`src/rtl/floor_call_dispatch.sv`:
```
// Hall-call latch and SCAN target selection for one elevator car.
// Presents one pending floor to the door controller and retires it on door_done.
module floor_call_dispatch #(
   parameter logic [1:0] ST_FLOOR   = 2'b00,
   parameter logic [1:0] ND_FLOOR   = 2'b01,
   parameter logic [1:0] RD_FLOOR   = 2'b10,
   parameter int         GAP_CYCLES = 4
) (
   input  logic       clk,
   input  logic       rst_n,
   input  logic       btn_st,
   input  logic       btn_nd,
   input  logic       btn_rd,
   input  logic [1:0] floor,
   input  logic       is_mooving,
   input  logic       door_done,
   output logic       st_led,
   output logic       nd_led,
   output logic       rd_led,
   output logic [1:0] open_when,
   output logic       call_valid,
   output logic       dir_up
);

   localparam logic [1:0] S_IDLE = 2'd0;
   localparam logic [1:0] S_WAIT = 2'd1;
   localparam logic [1:0] S_GAP  = 2'd2;

   // Floor index 0/1/2 (lowest to highest) back to its external encoding.
   function automatic logic [1:0] idx_to_floor(input logic [1:0] idx);
      logic [1:0] code;
      case (idx)
         2'd0:    code = ST_FLOOR;
         2'd1:    code = ND_FLOOR;
         2'd2:    code = RD_FLOOR;
         default: code = ST_FLOOR;
      endcase
      return code;
   endfunction

   logic [1:0] state_r, state_nxt_s;
   logic [2:0] btn_s, btn_q_r, press_s;
   logic [2:0] led_r, led_nxt_s;
   logic [1:0] open_when_r, open_when_nxt_s;
   logic       call_valid_r, call_valid_nxt_s;
   logic       dir_up_r, dir_up_nxt_s;
   logic [7:0] gap_cnt_r, gap_cnt_nxt_s;
   logic [1:0] tgt_idx_r, tgt_idx_nxt_s;
   logic       floor_ok_s;
   logic [1:0] cur_idx_s;
   logic [2:0] above_s, below_s;
   logic [1:0] near_above_s, near_below_s;
   logic [1:0] sel_idx_s;
   logic       sel_dir_s;
   logic       clear_s;

   assign btn_s   = {btn_rd, btn_nd, btn_st};
   assign press_s = btn_s & ~btn_q_r;

   // Decode car position into a floor index; unknown codes mean between floors.
   always_comb begin
      floor_ok_s = 1'b0;
      cur_idx_s  = 2'd0;
      if (floor == ST_FLOOR) begin
         floor_ok_s = 1'b1;
         cur_idx_s  = 2'd0;
      end else if (floor == ND_FLOOR) begin
         floor_ok_s = 1'b1;
         cur_idx_s  = 2'd1;
      end else if (floor == RD_FLOOR) begin
         floor_ok_s = 1'b1;
         cur_idx_s  = 2'd2;
      end else begin
         floor_ok_s = 1'b0;
         cur_idx_s  = 2'd0;
      end
   end

   // Split pending calls into those above and below the car.
   always_comb begin
      above_s = 3'b000;
      below_s = 3'b000;
      case (cur_idx_s)
         2'd0: begin
            above_s = {led_r[2], led_r[1], 1'b0};
            below_s = 3'b000;
         end
         2'd1: begin
            above_s = {led_r[2], 2'b00};
            below_s = {2'b00, led_r[0]};
         end
         2'd2: begin
            above_s = 3'b000;
            below_s = {1'b0, led_r[1], led_r[0]};
         end
         default: begin
            above_s = 3'b000;
            below_s = 3'b000;
         end
      endcase
      if (above_s[1]) begin
         near_above_s = 2'd1;
      end else begin
         near_above_s = 2'd2;
      end
      if (below_s[1]) begin
         near_below_s = 2'd1;
      end else begin
         near_below_s = 2'd0;
      end
   end

   // SCAN choice: current floor, then onward in the sweep, otherwise reverse.
   always_comb begin
      sel_idx_s = cur_idx_s;
      sel_dir_s = dir_up_r;
      if (led_r[cur_idx_s]) begin
         sel_idx_s = cur_idx_s;
         sel_dir_s = dir_up_r;
      end else if (dir_up_r && (|above_s)) begin
         sel_idx_s = near_above_s;
         sel_dir_s = 1'b1;
      end else if (|below_s) begin
         sel_idx_s = near_below_s;
         sel_dir_s = 1'b0;
      end else begin
         sel_idx_s = near_above_s;
         sel_dir_s = 1'b1;
      end
   end

   assign clear_s = (state_r == S_WAIT) && door_done && (floor == open_when_r);

   // Next-state logic; a retiring door_done overrides a same-cycle press on that floor.
   always_comb begin
      state_nxt_s      = state_r;
      led_nxt_s        = led_r | press_s;
      open_when_nxt_s  = open_when_r;
      call_valid_nxt_s = call_valid_r;
      dir_up_nxt_s     = dir_up_r;
      gap_cnt_nxt_s    = gap_cnt_r;
      tgt_idx_nxt_s    = tgt_idx_r;
      case (state_r)
         S_IDLE: begin
            if ((|led_r) && !is_mooving && floor_ok_s) begin
               tgt_idx_nxt_s    = sel_idx_s;
               open_when_nxt_s  = idx_to_floor(sel_idx_s);
               call_valid_nxt_s = 1'b1;
               dir_up_nxt_s     = sel_dir_s;
               state_nxt_s      = S_WAIT;
            end else begin
               state_nxt_s = S_IDLE;
            end
         end
         S_WAIT: begin
            if (clear_s) begin
               led_nxt_s[tgt_idx_r] = 1'b0;
               call_valid_nxt_s     = 1'b0;
               gap_cnt_nxt_s        = 8'(GAP_CYCLES);
               state_nxt_s          = S_GAP;
            end else begin
               state_nxt_s = S_WAIT;
            end
         end
         S_GAP: begin
            if (gap_cnt_r == 8'd0) begin
               state_nxt_s = S_IDLE;
            end else begin
               gap_cnt_nxt_s = gap_cnt_r - 8'd1;
               state_nxt_s   = S_GAP;
            end
         end
         default: begin
            state_nxt_s      = S_IDLE;
            call_valid_nxt_s = 1'b0;
         end
      endcase
   end

   // State and output registers.
   always_ff @(posedge clk or negedge rst_n) begin
      if (!rst_n) begin
         state_r      <= S_IDLE;
         btn_q_r      <= 3'b000;
         led_r        <= 3'b000;
         open_when_r  <= ST_FLOOR;
         call_valid_r <= 1'b0;
         dir_up_r     <= 1'b1;
         gap_cnt_r    <= 8'd0;
         tgt_idx_r    <= 2'd0;
      end else begin
         state_r      <= state_nxt_s;
         btn_q_r      <= btn_s;
         led_r        <= led_nxt_s;
         open_when_r  <= open_when_nxt_s;
         call_valid_r <= call_valid_nxt_s;
         dir_up_r     <= dir_up_nxt_s;
         gap_cnt_r    <= gap_cnt_nxt_s;
         tgt_idx_r    <= tgt_idx_nxt_s;
      end
   end

   assign st_led     = led_r[0];
   assign nd_led     = led_r[1];
   assign rd_led     = led_r[2];
   assign open_when  = open_when_r;
   assign call_valid = call_valid_r;
   assign dir_up     = dir_up_r;

endmodule

```
`config.mk`:
```
export PLATFORM = sky130hd
export DESIGN_NAME = floor_call_dispatch
export DESIGN_NICKNAME = d
export VERILOG_FILES = /design/src/rtl/floor_call_dispatch.sv
export SDC_FILE = /design/constraint.sdc
export NUM_CORES = 1
export LEC_CHECK = 0
export CORE_ASPECT_RATIO = 1.5
export CORE_UTILIZATION = 57
export DETAILED_ROUTE_END_ITERATION = 8
export PLACE_DENSITY = 0.91
export SYNTH_ARGS = -nofsm -noshare
export SYNTH_HDL_FRONTEND = slang
export SYNTH_SLANG_ARGS = --single-unit
```
`constraint.sdc`:
```
create_clock -name clk -period 2.5 [get_ports clk]
set_input_delay 0.5 -clock clk [delete_from_list [all_inputs] [get_ports clk]]
set_output_delay 0.5 -clock clk [all_outputs]
set_load 0.02 [all_outputs]
```
==> key figures, run 1 <==
Synthesis
  • Most common cell in the netlist: dfrtp_1
  • Main synth FF type: dfrtp_1
  • Synth top cells by count: dfrtp_1 (21), inv_1 (9)
  • Most area-hungry cell type in the Yosys netlist: dfrtp_1
  • Cell area after synthesis: between 1000 and 1500 um2
  • Register area share after synthesis: 0.468
  • Synth top area cells: dfrtp_1 (45%), ha_1 (7.4%), nor2b_1 (3.2%)
  • Synth top area share: 0.445
  • Mean Syn Cell Area: about 11 um2
  • #FFs+latches synth: 22
  • Synth Instances: 111
  • Synth unique cells: 40
  • Syn. warnings: 0
  • EDFF count, synth: 0
  • Syn_nets: about 130
  • Async S/R FF share, synth: 1.00

Placement
  • Post-placement cell count: around 150
  • Final GP Congestion: 0.848
  • IO Port Bufs: 15
  • Detailed Place HPWL: 1.88 mm

Route
  • WL/cell: about 17 um
  • Remaining antenna violation count: 0
  • Final WL: between 2 and 3 mm
  • Vias: around 940
  • Detailed Routing Iterations Pass 1: 4
  • Starting DRC count in detailed routing: 21
  • Via density: around 6.3
  • DRC violation count after routing: 0

Timing
  • Setup violators final: 0
  • Unrepaired setup endpoints after global routing: no
  • Layout Skew: 0.00334 ns
  • Final Critical Period: roughly 2.3 ns
  • FMAX: around 440 MHz
  • Final Cycle Share: 0.908
  • Setup TNS: 0 ns
  • Slew Viols, Final: 0
  • Slew @ Worst Pin: 0.635 ns
  • Rel. slew slack: 0.574
  • Final-report hold violation count: 0

Setup path
  • RR Endpoint: open_when[0]
  • Flop2flop setup slack: 0.60 ns
  • Reg2reg start: state_r[0]
  • Critical Path End Type: flop
  • CP startpoint kind: primary input
  • Worst Path Arrival: between 2 and 3 ns
  • Max FO, Critical Path: 9
  • R2R cell count: 4
  • Crit Path Category: in2reg
  • CP required: approximately 2.8 ns
  • Crit path to: open_when[0]
  • Setup crit start: floor[0]

Die
  • Die Area: ~2300 um2
  • Initial core utilization: 0.628
  • Row count: 19
  • Die Ht: roughly 58 um
  • # IOs: 16
  • Core area: between 1500 and 2000 um2
  • Die width: around 39 um

Global routing
  • First-pass GRT wire length: 4.14 mm
  • Initial antenna violation count: 0
  • Total track usage: 0.267
  • Remaining global-route overflow: 0
  • Number of global-route vias before repair: approximately 930
  • Largest net degree at the start of global routing: 14

Clock network
  • CTS Sinks: 22
  • Skew-Pair Late Insertion Delay: 0.32 ns
  • CTS Buffer Depth: 2
  • Inserted Clock Buffers: 3
  • CTS tree: built
  • Cts repair resizes: 0
  • Reg clk slew, reported paths: ~0.12 ns
  • CTS Hold Buffers Added: 0
  • CTS H-tree lvls: 1
  • Post-CTS setup buffers: 0
  • Root buffer cell: clkbuf_4

Finish
  • Non-Filler Instances: roughly 150
  • Ant diodes: 0
  • Layout area overhead: 19.7%
  • Layout cell share with drive strength beyond 1: 0.0923
  • Final nets: roughly 150
  • Final core utilization: 0.752

Outcome
  • Outcome: completed

Flow run
  • Max-cap violations: 0

Pwr
  • PD cells: 482 nW/um2
  • Pleak: about 0.6 nW
  • VDD IR max: between 400 and 500 uV

Min path
  • HP Class: in2async
[area by class of cell]
class / instances / area (um2)
clock buffer: 3 / 22.5
timing repair buffer: 16 / 158
tap: 21 / 26.3
fill: 128 / 465
inverter: 9 / 33.8
sequential: 22 / 552
multi-input combinational: 79 / 591
clock inverter: 1 / 30.0
[state kept, by name (all words and copies together), names as in the netlist]
signal,flops
state_r,2
led_r,3
btn_q_r,3
call_valid,1
gap_cnt_r,8
open_when,2
tgt_idx_r,2
dir_up,1
[per-layer routing]
| layer | GRT usage | part of all wire | vias to the layer above |
|---|---|---|---|
| met5 | 0 | 0 | - |
| met4 | 0.118 | 0.034 | 0 |
| met3 | 0.0383 | 0.041 | 8 |
| met2 | 0.469 | 0.54 | 36 |
| met1 | 0.305 | 0.39 | 460 |
| li1 | - | - | 440 |
[placed cells by master, fill, tap and decap left out, drive strengths merged, types with 3 or more instances in the layout]
master         count
a21oi              7
clkbuf             3
clkdlybuf4s50     15
dfrtp             21
ha                 7
inv                9
nand2              7
nor2               7
nor2b              6
o21ai              7
o31ai              4
or4                3
[logic make-up (layout without fill, tap and decap cells)]
kind of cell / Yosys count / after routing / share of synthesized area
muxes: 3 / 3 / 0.0265
xor gates and xnor gates: 3 / 3 / 0.0223
AOI/OAI and AO/OA: 30 / 30 / 0.199
buffers and inverters: 10 / 29 / 0.0318
adders and majority gates: 7 / 7 / 0.0742
and+or+nand+nor: 36 / 36 / 0.178
DFF: 22 / 22 / 0.468
[where the power goes]
group / switching [W] / internal (W)
logic: 0.0000242 / 0.0000222
registers: 0.000000823 / 0.000358
clock network: 0.000113 / 0.000162
total: 0.000138 / 0.000543
[through the flow]
stage | instance area [um2] | power [W] | hold WS (ns) | setup slack, ns
floorplan | 1180 | 0.000384 | 0.204 | 0.810
global placement | 1360 | 0.000409 | 0.506 | 0.146
detailed placement | 1360 | 0.000413 | 0.509 | 0.0630
CTS | 1410 | 0.000680 | 0.482 | 0.217
global route | 1410 | 0.000700 | 0.488 | 0.120
finish | 1410 | 0.000681 | 0.455 | 0.230
[critical path, cell delays in order]
cell and delay (ns):
clkdlybuf4s50_1 0.50, ha_1 0.26, nor4_1 0.36, o31ai_2 0.26, a311oi_1 0.45, a22o_1 0.20
[worst min-delay path by stage]
stage | depth (start not counted) | start | endpoint | slack (ns)
final | 1 | rst_n | btn_q_r[2] | 0.46
after global routing | 1 | rst_n | btn_q_r[2] | 0.49
after CTS | 1 | rst_n | led_r[0] | 0.48
after detailed placement | 1 | tgt_idx_r[1] | led_r[0] | 0.51
after global placement | 1 | tgt_idx_r[1] | led_r[0] | 0.51
after floorplan | 0 | rst_n | btn_q_r[0] | 0.20
(Power assumes the default switching activity.)
==> run 2: changes to the inputs <==
Settings changed: HOLD_SLACK_MARGIN set to 0.02, RECOVER_POWER set to 50.
==> key figures, run 2 (same netlist as run 1, synthesis figures left out) <==
Route
  • DRC violation count after routing: 0
  • Detailed Routing Iterations Pass 1: 4
  • Starting DRC count in detailed routing: 23
  • Final WL: approximately 2.5 mm
  • WL/cell: approximately 17 um
  • Remaining antenna violation count: 0
  • Vias: approximately 940
  • Via density: 6.21

Finish
  • Biggest regs: gap_cnt_r: 8 flops, btn_q_r: 3 flops, led_r: 3 flops
  • Final nets: approximately 150
  • Layout cell share with drive strength beyond 1: 0.0846
  • Most frequent cells in the layout: dfrtp_1 (21), clkdlybuf4s50_1 (11), inv_1 (9)
  • Ant diodes: 0
  • Layout area overhead: 19.4%
  • Largest Register: gap_cnt_r
  • Final Cell Area: 1410 um2
  • Commonest non-fill, non-tap cell in the layout: dfrtp_1
  • FILL cells: roughly 130
  • Max FFs per register: 8
  • Final core utilization: 0.750

Timing
  • Setup TNS: 0 ns
  • Final Cycle Share: 0.920
  • Setup violators final: 0
  • Slew Viols, Final: 0
  • Final-report hold violation count: 0
  • FMAX: 435 MHz
  • Unrepaired setup endpoints after global routing: no
  • Slew @ Worst Pin: 0.713 ns
  • Layout Skew: roughly 0.0021 ns
  • Final Critical Period: roughly 2.3 ns
  • Rel. slew slack: 0.525

Global routing
  • Initial antenna violation count: 0
  • First-pass GRT wire length: 4.14 mm
  • Remaining global-route overflow: 0
  • Largest net degree at the start of global routing: 14
  • Number of global-route vias before repair: 926
  • Total track usage: 0.267

Pwr
  • VDD IR max: 432 uV
  • PD cells: 480 nW/um2
  • Pleak: a little under 0.6 nW

Die
  • Core area: 1880 um2
  • Die Area: between 2000 and 2500 um2
  • Row count: 19
  • Die width: slightly below 40 um
  • Initial core utilization: 0.628
  • # IOs: 16
  • Die Ht: between 50 and 60 um

Setup path
  • Max FO, Critical Path: 9
  • CP startpoint kind: primary input
  • R2R cell count: 4
  • CP required: roughly 2.8 ns
  • Crit Path Category: in2reg
  • Worst Path Arrival: between 2 and 3 ns
  • Critical Path End Type: flop

Placement
  • Final GP Congestion: roughly 0.85
  • Detailed Place HPWL: 1.88 mm
  • Placed instance area: 1360 um2
  • IO Port Bufs: 15

Clock network
  • CTS Hold Buffers Added: 0
  • Reg clk slew, reported paths: 0.12 ns
  • Skew-Pair Late Insertion Delay: between 0.3 and 0.4 ns
  • Root buffer cell: clkbuf_4
  • CTS H-tree lvls: 1
  • Post-CTS setup buffers: 0
  • Inserted Clock Buffers: 3
  • CTS Buffer Depth: 2
  • Cts repair resizes: 0
  • CTS Sinks: 22
  • CTS tree: built

Outcome
  • Outcome: completed

Flow run
  • Max-cap violations: 0

Min path
  • HP Class: in2async
-- run 2: final timing paths --
path	slack, ns	start	end
max	0.20	floor[0]	open_when[0]
min	0.53	rst_n	btn_q_r[2]
max reg2reg	0.57	state_r[0]	open_when[0]
min reg2reg	0.54	tgt_idx_r[0]	led_r[1]
max in group asynchronous	1.01	rst_n	state_r[1]
min in group clk	0.54	tgt_idx_r[0]	led_r[1]
-- run 2: power breakdown --
group	internal [W]	switching [W]	leakage, nW	total (W)
clock network	0.000162	0.000110	0.0279	0.000273
registers	0.000358	0.000000825	0.240	0.000359
logic	0.0000202	0.0000241	0.327	0.0000443
-- run 2: area by class of cell --
| cell class | count | area (um2) | area share |
|---|---|---|---|
| Clock buffer | 3 | 22.5 | 0.0160 |
| Clock inverter | 1 | 30.0 | 0.0213 |
| Inverter | 9 | 33.8 | 0.0240 |
| Multi-Input combinational cell | 79 | 591 | 0.419 |
| Sequential cell | 22 | 552 | 0.392 |
| Tap cell | 21 | 26.3 | 0.0187 |
| Timing Repair Buffer | 16 | 154 | 0.109 |
-- run 2: stage by stage --
step | power (W) | instances | hold slack [ns] | setup slack [ns]
after floorplan | 0.000384 | 111 | 0.204 | 0.810
after global placement | 0.000409 | 147 | 0.506 | 0.146
after detailed placement | 0.000413 | 147 | 0.509 | 0.0630
after CTS | 0.000680 | 151 | 0.482 | 0.217
after global routing | 0.000698 | 151 | 0.557 | 0.120
final | 0.000676 | 151 | 0.529 | 0.199
-- run 2: critical path: stages --
cell and delay, ns:
clkdlybuf4s50_1 0.50, ha_1 0.26, nor4_1 0.38, o31ai_2 0.27
a311oi_1 0.46, a22o_1 0.20
-- run 2: routing by layer --
metal / part of all wire / global-route usage / wire length (um) / vias up
met1: 0.40 / 0.305 / 1010 / 463
met4: 0.027 / 0.118 / 68 / 0
met5: 0 / 0 / 0 / -
li1: - / - / - / 442
met2: 0.54 / 0.469 / 1370 / 26
met3: 0.030 / 0.0383 / 76 / 6
==> run 3: changes to the inputs <==
Settings changed: SLEW_MARGIN set to 20.
==> results of run 3 <==
No change in the layout: final DEF, timing and power equal those of run 2.
